### src/rtl/song_sequencer.sv
// Song sequencer: walks a song ROM and hands each {note, duration} entry to the
// note player. It issues a one-cycle load pulse, then waits for the player's
// done_with_note before it fetches the next entry.
module song_sequencer #(
    parameter int unsigned HOLDOFF = 2,
    parameter int unsigned IDX_W   = 5
) (
    input  logic             clk,
    input  logic             reset,
    input  logic             play,
    input  logic             start,
    input  logic [1:0]       song_select,
    output logic [IDX_W+1:0] rom_addr,
    input  logic [11:0]      rom_data,
    output logic [5:0]       note_to_load,
    output logic [5:0]       duration_to_load,
    output logic             load_new_note,
    input  logic             done_with_note,
    output logic             song_done,
    output logic [IDX_W-1:0] note_index
);

    // The holdoff counter runs from 0 to HOLDOFF-1 while in StHold.
    localparam int unsigned CntW        = (HOLDOFF > 1) ? $clog2(HOLDOFF) : 1;
    localparam int unsigned HoldLastInt = (HOLDOFF == 0) ? 0 : HOLDOFF - 1;
    localparam logic [CntW-1:0] HoldLast = HoldLastInt[CntW-1:0];

    typedef enum logic [2:0] {
        StIdle,
        StFetch,
        StDecode,
        StLoad,
        StHold,
        StWaitDone,
        StDone
    } state_t;

    state_t            state_q, state_d;
    logic [1:0]        song_q, song_d;
    logic [IDX_W-1:0]  index_q, index_d;
    logic [CntW-1:0]   hold_cnt_q, hold_cnt_d;
    logic [IDX_W+1:0]  rom_addr_q, rom_addr_d;
    logic [5:0]        note_q, note_d;
    logic [5:0]        dur_q, dur_d;

    // Next-state logic, datapath updates and Moore outputs.
    always_comb begin
        state_d       = state_q;
        song_d        = song_q;
        index_d       = index_q;
        hold_cnt_d    = hold_cnt_q;
        rom_addr_d    = rom_addr_q;
        note_d        = note_q;
        dur_d         = dur_q;
        load_new_note = 1'b0;
        song_done     = 1'b0;

        if (start) begin
            // start overrides every state; a pending load pulse is suppressed.
            song_d  = song_select;
            index_d = '0;
            state_d = StFetch;
        end else begin
            unique case (state_q)
                StIdle: begin
                end
                StFetch: begin
                    state_d = StDecode;
                end
                StDecode: begin
                    // Duration 0 marks end of song; the outputs keep the last note.
                    if (rom_data[5:0] == 6'd0) begin
                        state_d = StDone;
                    end else begin
                        note_d  = rom_data[11:6];
                        dur_d   = rom_data[5:0];
                        state_d = StLoad;
                    end
                end
                StLoad: begin
                    load_new_note = 1'b1;
                    hold_cnt_d    = '0;
                    state_d       = (HOLDOFF == 0) ? StWaitDone : StHold;
                end
                StHold: begin
                    // done_with_note may still reflect the previous note here.
                    if (hold_cnt_q == HoldLast) begin
                        state_d = StWaitDone;
                    end else begin
                        hold_cnt_d = hold_cnt_q + 1'b1;
                    end
                end
                StWaitDone: begin
                    if (done_with_note && play) begin
                        if (&index_q) begin
                            state_d = StDone;
                        end else begin
                            index_d = index_q + 1'b1;
                            state_d = StFetch;
                        end
                    end
                end
                StDone: begin
                    song_done = 1'b1;
                end
                default: begin
                    state_d = StIdle;
                end
            endcase
        end

        // The address is updated only when FETCH is entered.
        if (state_d == StFetch) begin
            rom_addr_d = {song_d, index_d};
        end
    end

    // State and datapath registers with synchronous reset.
    always_ff @(posedge clk) begin
        if (reset) begin
            state_q    <= StIdle;
            song_q     <= '0;
            index_q    <= '0;
            hold_cnt_q <= '0;
            rom_addr_q <= '0;
            note_q     <= '0;
            dur_q      <= '0;
        end else begin
            state_q    <= state_d;
            song_q     <= song_d;
            index_q    <= index_d;
            hold_cnt_q <= hold_cnt_d;
            rom_addr_q <= rom_addr_d;
            note_q     <= note_d;
            dur_q      <= dur_d;
        end
    end

    assign rom_addr         = rom_addr_q;
    assign note_to_load     = note_q;
    assign duration_to_load = dur_q;
    assign note_index       = index_q;

endmodule

### config.mk
export PLATFORM = sky130hd
export DESIGN_NAME = song_sequencer
export DESIGN_NICKNAME = d
export VERILOG_FILES = /design/src/rtl/song_sequencer.sv
export SDC_FILE = /design/constraint.sdc
export NUM_CORES = 1
export LEC_CHECK = 0
export BUFFER_PORTS_ARGS = -buffer_cell sky130_fd_sc_hd__buf_2
export CAP_MARGIN = 10
export CORE_ASPECT_RATIO = 0.7
export CORE_UTILIZATION = 30
export CTS_CLUSTER_DIAMETER = 40
export DETAILED_ROUTE_END_ITERATION = 10
export GPL_TIMING_DRIVEN = 0
export SYNTH_ARGS = -nofsm -noshare
export SYNTH_HDL_FRONTEND = slang
export SYNTH_SLANG_ARGS = --single-unit
export TNS_END_PERCENT = 10
### constraint.sdc
create_clock -name clk -period 2.67 [get_ports clk]
set_input_delay 0.1335 -clock clk [delete_from_list [all_inputs] [get_ports clk]]
set_output_delay 0.1335 -clock clk [all_outputs]
set_load 0.02 [all_outputs]
==> impl_metrics.ini <==
[drt]
drt-initial-drc-count = 50
wl_per_cell_um = 11.57
drt_first_pass_iters = 4
vias = 1063
routed_wl_um = 2685
drcViolationCount = 0
detail-route-antenna-nets = 0
post_drt_via_cell_ratio = 4.582

[yosys]
synth_top_area_share_pct = 46.74
ys_ff_latch = 30
synthArstFlopShare_pct = 0
synth_most_common_cell = dfxtp_1
netlist_area_um2 = 1285
synth_enable_flop_cells = 0
syn-num-nets = 148
synth_cell_type_count = 35
ys_seq_area_share_pct = 46.74
synth_commonest_cells = dfxtp_1, nor2_1, mux2i_1, nand2_1, nor3_1
yosys.area.top_type = dfxtp_1
synth.avg_cell_area_um2 = 10.04
ys_warn_count = 0
ys.flop_type = dfxtp_1
netlist_instances = 128
synthTopCellsByArea = dfxtp_1, mux2i_1, nor2_1, mux2_4, o221a_2

[clocking]
numCtsBuffers = 5
cts_resized = 0
root_buffer = clkbuf_8
hold_buffers = 0
cts_max_path_buffers = 2
cts_max_level = 2
cts_setup_buffers = 0
clkTransAtPathRegs_ns = 0.07
clock_latency_ns = 0.28
cts_sinks = 30
cts_tree = done

[placement]
dp_hpwl_um = 2024
port_buffers = 44
routabilityCongestion = 0.7674
placed_area_um2 = 1570
pre_cts_slack_ns = 0.6344

[floorplanning]
die_w_um = 80.23
die_h_um = 56.76
fp-row-count = 19
coreArea_um2 = 4018
dieArea_um2 = 4553
start_util_pct = 31.98
io_pins = 45

[sta]
tns_ns = 0
fmax_mhz = 490.2
finalClockSkew_ns = 0.005434
fin_ws_ns = 0.6301
period_needed_ns = 2.040
relSlewSlack_pct = 59.41
rsz0062_at_grt = false
timing.final.max_slew_violations = 0
setup_viol = 0
fin_crit_sh_pct = 76.40
hold_violations = 0
worst_pin_slew_ns = 0.6033

[global_route]
antenna_found_initial = 0
grt_max_degree = 11
gr-total-overflow = 0
grt_pass1_vias = 994
grt_pass1_wl_um = 4498
grtUsageTotal_pct = 12.90

[power]
ir_drop_mv = 0.2893
p_leak_nw = 0.7342
p_per_area_nw_per_um2 = 550.3

[flow_run]
cap_violations = 0

[critical_path]
end_kind = flop
crit_fanout = 10
worstSetupStartpointType = flop
criticalPathCategory = flop to flop
crit_required_ns = 2.84
cp.arrival_ns = 2.21

[cells_and_area]
drive_above_1_share_pct = 36.67
fin_area_um2 = 1665
fillers = 406
nets = 199
diodes = 0
area_growth_pct = 29.60
post-route-util_pct = 41.45

[hold_path]
hold_path.class = primary input to flop

[run_status]
status = finished clean
## cell usage in the layout, fill, tap and decap left out, types with 2 or more instances in the layout
| master | instances |
|---|---|
| buf_2 | 46 |
| dfxtp_1 | 30 |
| nor2_1 | 21 |
| mux2i_1 | 16 |
| clkbuf_8 | 6 |
| nor3_1 | 5 |
| nand2_1 | 5 |
| clkbuf_1 | 4 |
| o221a_2 | 4 |
| nor2b_1 | 4 |
| mux2_4 | 4 |
| nand2b_1 | 3 |
| nand4_1 | 3 |
| a21oi_1 | 3 |
| and3_1 | 2 |
| nor3b_1 | 2 |
## layout make-up
| class | instances | area, um2 | share of cell area, % |
|---|---|---|---|
| clock inverters | 2 | 12.51 | 0.7513 |
| multi-input cells | 90 | 648.1 | 38.92 |
| well taps | 52 | 65.06 | 3.907 |
| inverters | 1 | 3.754 | 0.2254 |
| flip-flops and latches | 30 | 600.6 | 36.06 |
| clock buffers | 6 | 82.58 | 4.959 |
| plain buffers | 7 | 32.53 | 1.953 |
| repair buffers | 44 | 220.2 | 13.22 |
## path summary, 6_finish.rpt
kind / start / end / slack (ns) / cells after the start
max: state_q[2] / rom_addr[6] / 0.63 / 6
min: rom_data[10] / note_to_load[4] / 0.09 / 3
max reg2reg: state_q[2] / rom_addr[6] / 0.63 / 6
min reg2reg: duration_to_load[5] / duration_to_load[5] / 0.49 / 2
## through the flow
stage,total power [mW],cells,hold WS (ns)
after global placement,0.5493,224,0.3710
after floorplan,0.5176,128,0.2170
after CTS,0.9312,232,0.09058
after detailed placement,0.5492,224,0.3796
after global routing,0.9580,232,0.09617
final,0.9164,232,0.09266
## report_power, final
group | total [mW] | leakage, nW | switching (mW) | internal (mW)
clock network | 0.377 | 0.0472 | 0.170 | 0.207
logic | 0.0778 | 0.444 | 0.0442 | 0.0335
registers | 0.461 | 0.243 | 0.00374 | 0.458
total | 0.916 | 0.734 | 0.218 | 0.698
## registers in the layout (all words and copies together) (netlist names)
signal	count
note_to_load	6
duration_to_load	6
note_index	5
song_q	2
state_q	3
rom_addr	7
hold_cnt_q	1
## critical path, cell delays in order, from the launching register on
cell and delay, ns:
dfxtp_1 0.31, clkbuf_1 0.31, nand4_1 0.24, o22ai_1 0.27, nor4_4 0.09, nor2_2 0.38
mux2_4 0.34
## cells by family (layout without fill, tap and decap cells)
logic type / count (synthesis) / after routing / synth area share, %
AO/OA/AOI/OAI: 13 / 13 / 8.180
flip-flops: 30 / 30 / 46.74
AND/OR/NAND/NOR: 54 / 54 / 22.79
XOR/XNOR: 2 / 2 / 1.363
multiplexers: 20 / 20 / 17.14
buffers and inverters: 8 / 60 / 2.823
adder cells (fa/ha/maj): 1 / 1 / 0.9736
## routing by layer
metal	wire (um)	share of wire, %	track usage [%]	up-vias
met2	1183	44	18.68	13
met4	17	0.63	5.357	0
met3	70	2.6	3.577	2
met1	1414	53	17.84	492
met5	0	0	0	-
li1	-	-	-	556
Note: power is estimated with default switching activity, not from simulation.
